### src/rtl/led_blink_scheduler.sv
// Shares one status LED among NUM_REQ requesters, playing each request as a burst of timed blinks.
// Define LED_SCHED_HEARTBEAT_EN to get an idle heartbeat on led (HB_TICKS ticks per half-period).
module led_blink_scheduler #(
    parameter int unsigned NUM_REQ   = 4,
    parameter int unsigned TICK_DIV  = 2500000,
    parameter int unsigned ON_TICKS  = 2,
    parameter int unsigned OFF_TICKS = 2,
    parameter int unsigned GAP_TICKS = 8,
    parameter int unsigned HB_TICKS  = 20
) (
    input  logic                   clk,
    input  logic                   rst,
    input  logic [NUM_REQ-1:0]     req,
    input  logic [4*NUM_REQ-1:0]   count,
    output logic                   led,
    output logic [NUM_REQ-1:0]     grant,
    output logic [NUM_REQ-1:0]     done,
    output logic                   busy
);

    localparam int unsigned IDX_W     = (NUM_REQ > 1) ? $clog2(NUM_REQ) : 1;
    localparam int unsigned PRE_W     = (TICK_DIV > 1) ? $clog2(TICK_DIV) : 1;
    localparam int unsigned MAX_A     = (ON_TICKS > OFF_TICKS) ? ON_TICKS : OFF_TICKS;
    localparam int unsigned MAX_B     = (GAP_TICKS > HB_TICKS) ? GAP_TICKS : HB_TICKS;
    localparam int unsigned MAX_TICKS = (MAX_A > MAX_B) ? MAX_A : MAX_B;
    localparam int unsigned TMR_W     = (MAX_TICKS > 1) ? $clog2(MAX_TICKS) : 1;

    typedef enum logic [1:0] {
        S_IDLE,
        S_ON,
        S_OFF,
        S_GAP
    } state_t;

    state_t              state;
    logic [PRE_W-1:0]    presc;
    logic [TMR_W-1:0]    timer;
    logic [4:0]          pulse_cnt;
    logic [IDX_W-1:0]    ptr;

    logic                tick_c;
    logic                phase_end_c;
    logic                arb_found_c;
    logic [IDX_W-1:0]    arb_idx_c;
    logic [3:0]          arb_cnt_c;

    assign tick_c = (presc == PRE_W'(TICK_DIV - 1));

`ifdef LED_SCHED_HEARTBEAT_EN
    logic hb_end_c;
    assign hb_end_c = tick_c && (timer == TMR_W'(HB_TICKS - 1));
`endif

    // Round-robin search starting one past the last granted index
    always_comb begin
        int unsigned cand;
        cand        = 0;
        arb_found_c = 1'b0;
        arb_idx_c   = '0;
        arb_cnt_c   = '0;
        for (int unsigned off = 1; off <= NUM_REQ; off++) begin
            cand = (32'(ptr) + off) % NUM_REQ;
            if (!arb_found_c && req[IDX_W'(cand)]) begin
                arb_found_c = 1'b1;
                arb_idx_c   = IDX_W'(cand);
                arb_cnt_c   = 4'(count >> (4 * cand));
            end
        end
    end

    always_comb begin
        phase_end_c = 1'b0;
        case (state)
            S_ON:    phase_end_c = tick_c && (timer == TMR_W'(ON_TICKS - 1));
            S_OFF:   phase_end_c = tick_c && (timer == TMR_W'(OFF_TICKS - 1));
            S_GAP:   phase_end_c = tick_c && (timer == TMR_W'(GAP_TICKS - 1));
            default: phase_end_c = 1'b0;
        endcase
    end

    // Phase sequencer; prescaler and phase timer restart on every state change
    always_ff @(posedge clk or posedge rst) begin
        if (rst) begin
            state     <= S_IDLE;
            presc     <= '0;
            timer     <= '0;
            pulse_cnt <= '0;
            ptr       <= IDX_W'(NUM_REQ - 1);
            led       <= 1'b0;
            grant     <= '0;
            done      <= '0;
            busy      <= 1'b0;
        end else begin
            done  <= '0;
            presc <= tick_c ? '0 : presc + PRE_W'(1);
            if (tick_c) begin
                timer <= timer + TMR_W'(1);
            end
            case (state)
                S_IDLE: begin
                    if (arb_found_c) begin
                        state     <= S_ON;
                        grant     <= NUM_REQ'(1) << arb_idx_c;
                        busy      <= 1'b1;
                        led       <= 1'b1;
                        ptr       <= arb_idx_c;
                        pulse_cnt <= (arb_cnt_c == 4'd0) ? 5'd16 : {1'b0, arb_cnt_c};
                        presc     <= '0;
                        timer     <= '0;
                    end else begin
`ifdef LED_SCHED_HEARTBEAT_EN
                        if (hb_end_c) begin
                            led   <= ~led;
                            timer <= '0;
                        end
`else
                        timer <= '0;
`endif
                    end
                end
                S_ON: begin
                    if (phase_end_c) begin
                        led       <= 1'b0;
                        presc     <= '0;
                        timer     <= '0;
                        pulse_cnt <= pulse_cnt - 5'd1;
                        state     <= (pulse_cnt == 5'd1) ? S_GAP : S_OFF;
                    end
                end
                S_OFF: begin
                    if (phase_end_c) begin
                        led   <= 1'b1;
                        presc <= '0;
                        timer <= '0;
                        state <= S_ON;
                    end
                end
                S_GAP: begin
                    if (phase_end_c) begin
                        done  <= grant;
                        grant <= '0;
                        busy  <= 1'b0;
                        led   <= 1'b0;
                        presc <= '0;
                        timer <= '0;
                        state <= S_IDLE;
                    end
                end
                default: state <= S_IDLE;
            endcase
        end
    end

endmodule

### config.mk
export PLATFORM = sky130hd
export DESIGN_NAME = led_blink_scheduler
export DESIGN_NICKNAME = d
export VERILOG_FILES = /design/src/rtl/led_blink_scheduler.sv
export SDC_FILE = /design/constraint.sdc
export NUM_CORES = 1
export LEC_CHECK = 0
export CAP_MARGIN = 20
export CORE_ASPECT_RATIO = 0.6
export CORE_MARGIN = 3
export CORE_UTILIZATION = 41
export CTS_CLUSTER_SIZE = 16
export DETAILED_ROUTE_END_ITERATION = 10
export PLACE_DENSITY = 0.63
export SLEW_MARGIN = 30
export SYNTH_ARGS = -nofsm -noshare
export SYNTH_HDL_FRONTEND = slang
export SYNTH_SLANG_ARGS = --single-unit
export TNS_END_PERCENT = 20
### constraint.sdc
create_clock -name clk -period 3.2 [get_ports clk]
set_input_delay 0.64 -clock clk [delete_from_list [all_inputs] [get_ports clk]]
set_output_delay 0.64 -clock clk [all_outputs]
set_load 0.01 [all_outputs]
After elaboration in Yosys (flattened, before gate mapping)
Index checks and enable logic that the tools add are counted.
{"block": "totals", "register_bits": 46, "input_bits": 22}
{"block": "op_classes", "n_reduce_logical": 20, "n_eq_ne": 13, "add_sub_neg": 7, "mux": 48, "magnitude_cmp": 4, "n_shift": 5}
{"operator": "$mux W22", "count": 3}
{"operator": "$shr A16 B4 Y4", "count": 4}
{"operator": "$pmux W22 S2", "count": 1}
{"operator": "$mux W4", "count": 8}
{"operator": "$mux W5", "count": 5}
{"operator": "$add A22 B1 Y22 const B", "count": 1}
{"operator": "$eq A22 B22 Y1 const B", "count": 1}
{"operator": "$pmux W5 S2", "count": 2}
{"operator": "$mux W2", "count": 8}
{"operator": "$lt A2 B3 Y1 const B", "count": 4}
{"operator": "$mux W1", "count": 12}
{"operator": "$eq A5 B1 Y1 const B", "count": 2}
{"operator": "$reduce_and A3 Y1", "count": 3}
{"operator": "$bmux W1 S2", "count": 4}
{"operator": "$ne A2 B2 Y1 const B", "count": 4}
{"operator": "$pmux W2 S4", "count": 1}
{"operator": "$pmux W4 S2", "count": 1}
{"operator": "$add A5 B1 Y5 const B", "count": 1}
{"operator": "$eq A5 B3 Y1 const B", "count": 1}
{"operator": "$logic_and A1 B1 Y1", "count": 5}
{"operator": "$sub A5 B1 Y5 const B", "count": 1}
{"operator": "$add A2 B1 Y2 const B", "count": 2}
{"operator": "$add A2 B2 Y2 const B", "count": 2}
{"operator": "$eq A2 B2 Y1 const B", "count": 2}
{"operator": "other kinds (14)", "count": 19}

Logic depth before layout (Yosys ltp)
{"block": "logic_depth", "ltp_word": 17, "mapped_depth": 8}

Worst setup path before layout
Ideal clock, no wire load.
{"block": "synth_path", "path_kind": "register to register", "startpoint": "register ptr[1]", "endpoint": "register pulse_cnt[2]", "slack_ns": 0.875, "arrival_ns": 2.204, "synth_period_minus_slack_ns": 2.325, "path_stages_with_launch": 6, "cell_sequence": "dfstp_2 -> buf_1 -> mux4_2 -> a222oi_1 -> nand3_1 -> a32o_1"}
{"block": "synth_via", "elab_chain_len": 17}
{"element": "start, declared", "line_no": "39", "rtl": "logic [IDX_W-1:0] ptr;"}
{"element": "start signal, assigned", "line_no": "88", "rtl": "ptr <= IDX_W'(NUM_REQ - 1);"}
{"element": "start signal, assigned", "line_no": "106", "rtl": "ptr <= arb_idx_c;"}
{"element": "$add A2 B1 Y2", "line_no": "62", "rtl": "cand = (32'(ptr) + off) % NUM_REQ;"}
{"element": "$bmux W1 S2", "line_no": "63", "rtl": "if (!arb_found_c && req[IDX_W'(cand)]) begin"}
{"element": "$mux W1 (implied by the code)", "line_no": "63"}
{"element": "$mux W1", "line_no": "63"}
{"element": "$logic_not A1 Y1", "line_no": "63"}
{"element": "$logic_and A1 B1 Y1", "line_no": "63"}
{"element": "$mux W1", "line_no": "63"}
{"element": "$logic_not A1 Y1", "line_no": "63"}
{"element": "$logic_and A1 B1 Y1", "line_no": "63"}
{"element": "$mux W1", "line_no": "63"}
{"element": "$logic_not A1 Y1", "line_no": "63"}
{"element": "$logic_and A1 B1 Y1", "line_no": "63"}
{"element": "$mux W4", "line_no": "63"}
{"element": "$logic_not A4 Y1", "line_no": "107", "rtl": "pulse_cnt <= (arb_cnt_c == 4'd0) ? 5'd16 : {1'b0, arb_cnt_c};"}
{"element": "$mux W5", "line_no": "107"}
{"element": "$mux W5", "line_no": "101", "rtl": "if (arb_found_c) begin"}
{"element": "$pmux W5 S2", "line_no": "99", "rtl": "case (state)"}
{"element": "end signal, assigned", "line_no": "107"}
{"element": "end signal, assigned", "line_no": "126", "rtl": "pulse_cnt <= pulse_cnt - 5'd1;"}
{"element": "end, declared", "line_no": "38", "rtl": "logic [4:0] pulse_cnt;"}
Several ways; a longest one is shown, not always the timed one. The select of a mux whose other input is x is not followed.
A chain may end at the register's enable or synchronous reset.

Worst setup path after layout
{"block": "layout_path", "startpoint": "input port req[1]", "endpoint": "register pulse_cnt[1]"}
{"block": "layout_via", "elab_chain_len": 16}
{"element": "start, declared", "line_no": "13", "rtl": "input logic [NUM_REQ-1:0] req,"}
{"element": "$bmux W1 S2", "line_no": "63"}
{"element": "$mux W1 (implied by the code)", "line_no": "63"}
{"element": "$mux W1", "line_no": "63"}
{"element": "$logic_not A1 Y1", "line_no": "63"}
{"element": "$logic_and A1 B1 Y1", "line_no": "63"}
{"element": "$mux W1", "line_no": "63"}
{"element": "$logic_not A1 Y1", "line_no": "63"}
{"element": "$logic_and A1 B1 Y1", "line_no": "63"}
{"element": "$mux W1", "line_no": "63"}
{"element": "$logic_not A1 Y1", "line_no": "63"}
{"element": "$logic_and A1 B1 Y1", "line_no": "63"}
{"element": "$mux W4", "line_no": "63"}
{"element": "$logic_not A4 Y1", "line_no": "107"}
{"element": "$mux W5", "line_no": "107"}
{"element": "$mux W5", "line_no": "101"}
{"element": "$pmux W5 S2", "line_no": "99"}
Several ways; a longest one is shown, not always the timed one. The select of a mux whose other input is x is not followed.

==> metrics <==
aggregate global-route resource usage between 10% and 20%; max-capacitance violation count 0; CTS tree done; DR iter-0 viols 196; mean routed wirelength per cell 15.91 µm; Crit. End Element flip-flop; wire length after detailed routing 7.159 mm; Yosys top cell area share a little over a third; clock period minus worst slack 2868 ps; Synthesized Nets ~350; fin nets 375; die height about 73 µm; cell count after synthesis 325; post-route total power 1.597 mW; global-route wire length before repair 12.53 mm; RePlAce Congestion 0.8729; number of global-route vias before repair 2,428; cell type with the highest aggregate area in the netlist dfrtp_1; leakage component of the power 1.468 nW; Slew Limit Fails 0; startpoint of the worst-slack reg-to-reg timing path ptr[1]$_DFFE_PP1P_; per-cell via count in the routed design roughly 5.6; fraction of layout instances using a drive strength above 1 a little over a tenth; Setup CP Type input pin to flip-flop; storage element area between 1000 and 1500 µm²; count of state elements after synthesis 46; CTS resizes 0; result of the run finished clean; P&R area growth vs syn 17.06%; area of the core 6993 µm²; r2r setup slk between 400 and 500 ps; number of inserted filler cells in the final layout 638; worst r2r dst pulse_cnt[1]$_DFFE_PP0P_; via total after detailed routing 2,524; total number of placement rows 23; number of unique standard cell types used by synthesis 63; post-route antenna net violation count 0; DRC Markers 0; final count of hold timing violations 0; # H-tree levels 2; CTS Buf Count 5; Syn Area/Cell 9.521 µm²; pin count of the biggest net entering global routing 47; clock transition at the registers of the reported paths 60 ps; number of antenna violations at the first check in global routing 0; Post-Route Setup TNS 0 ps; worst min-delay path category flip-flop to flip-flop; unrepaired setup endpoints after global routing false; cell area after technology mapping slightly above 3000 µm²; commonest non-fill, non-tap cell in the layout dfrtp_1; I/O pins 32; setup violation total in the final timing report 0; number of buffers inserted by post-CTS setup repair 0; Crit path required time 3370 ps; hold buffers post-CTS 0; starting utilization of the core area 44.25%; maximum root-to-sink buffer count 2; grt total ovfl 0; number of cell instances on the worst register-to-register path 7; Die Outline Area ~8700 µm²; power per unit of standard cell area 440.8 nW/µm²; Worst Path Max Fanout 13; Post-synth EDFFs 0; Worst Tran Pin Value 643.8 ps; main area contributors after synthesis dfrtp_1 (36%), mux4_2 (8.0%), nand2_1 (4.5%); critical path data arrival time between 3000 and 4000 ps; number of warnings reported in the yosys synthesis log 0; port bufs 31; insertion delay of the later-clocked pin in the worst-skew pair 290 ps; critical path launch point type input pin; VDD IR-drop max around 280 µV; headroom to the max-slew limit 56.75%; top library cells by usage in the layout, fill and taps aside dfrtp_1 (44), nor2_1 (37), nand2_1 (37); fraction of registers with async set or reset after synthesis 100.0%; commonest register cell after synthesis dfrtp_1; share of synthesized area occupied by flip-flops and latches 37.28%; placed wire-length estimate after detailed placement 5.282 mm; Worst Clk Skew roughly 4.0 ps; DR pass1 iterations 4; Crit. Startpoint req[1]; Hold Path Sink led$_DFFE_PP0P_; ant diodes 0; footprint of the multi-input gates 1813 µm²; crit share post-route approximately nine tenths; Root Buffer clkbuf_16; highest achievable clock rate 348.6 MHz; min-delay src led$_DFFE_PP0P_; Worst Hold Depth 2; horizontal die dimension 118.2 µm; TritonCTS sink count between 40 and 50
## per-layer routing
layer	track usage, %	vias to the layer above	part of all wire, %
li1	-	1243	-
met1	29.47	1215	56
met2	23.02	59	38
met3	4.385	7	5.2
met4	3.636	0	0.82
met5	0	-	0
## state kept, by name, summed over array words and instances (netlist names)
| signal | flops |
|---|---|
| ptr | 2 |
| state | 2 |
| presc | 22 |
| grant | 4 |
| led | 1 |
| pulse_cnt | 5 |
| busy | 1 |
| done | 4 |
| timer | 5 |
## power breakdown
group / switching, mW / internal, mW / total (mW)
combinational: 0.139 / 0.153 / 0.292
sequential: 0.0804 / 0.639 / 0.719
clock: 0.220 / 0.366 / 0.586
total: 0.440 / 1.16 / 1.60
## cells in the mapped netlist (3+ instances only)
library cell / count
nor2b_1: 6
buf_6: 3
inv_1: 10
nand2_1: 37
ha_1: 4
mux4_2: 11
and3_1: 5
xor2_1: 14
nor3_1: 7
nand2b_1: 3
a21oi_1: 10
dfrtp_1: 44
mux2_2: 4
mux2i_1: 3
a31oi_1: 5
and2_1: 7
xnor2_1: 7
nor2_1: 37
clkbuf_1: 5
a211oi_1: 4
nand3_1: 13
buf_2: 6
o21ai_0: 13
or3_1: 4
nand4_1: 8
a221oi_1: 3
## kinds of logic after synthesis
logic type	synth area share, %
AND/OR/NAND/NOR	25.88
AO/OA/AOI/OAI	14.72
flip-flops	37.28
buffers and inverters	4.125
XOR/XNOR	5.944
multiplexers	10.43
adder cells (fa/ha/maj)	1.618
## area by class of cell
| type | count | share of cell area, % |
|---|---|---|
| clock buffers | 5 | 3.454 |
| repair buffers | 33 | 8.981 |
| well taps | 100 | 3.454 |
| inverters | 10 | 1.105 |
| multi-input cells | 253 | 50.05 |
| flip-flops and latches | 46 | 31.85 |
| clock inverters | 3 | 1.105 |
## metrics by stage
| stage | area [µm²] | hold WS (ps) | instances | setup slack, ps | utilization (%) |
|---|---|---|---|---|---|
| finish | 3622 | 478.8 | 450 | 331.5 | 51.80 |
| global route | 3622 | 522.9 | 450 | 167.7 | 51.80 |
| CTS | 3622 | 487.6 | 450 | 443.4 | 51.80 |
| detailed placement | 3457 | 473.2 | 442 | 132.5 | 49.44 |
| global placement | 3455 | 462.0 | 442 | 330.8 | 49.40 |
| floorplan | 3094 | 455.2 | 325 | 874.5 | - |
## worst max-delay path: stages
cell	delay (ps)
clkdlybuf4s50_1	710
nor3_1	170
a221oi_1	510
a2111oi_0	180
nor4_1	460
a21oi_1	80
mux2_2	290
## worst max path at each step
stage                                     endpoint  depth (start not counted)
after detailed placement  pulse_cnt[1]$_DFFE_PP0P_                          7
after global placement    pulse_cnt[2]$_DFFE_PP0P_                          7
final                     pulse_cnt[1]$_DFFE_PP0P_                          7
after floorplan           pulse_cnt[2]$_DFFE_PP0P_                          5
after global routing      pulse_cnt[1]$_DFFE_PP0P_                          7
after CTS                 pulse_cnt[1]$_DFFE_PP0P_                          7
(Power assumes the default switching activity.)
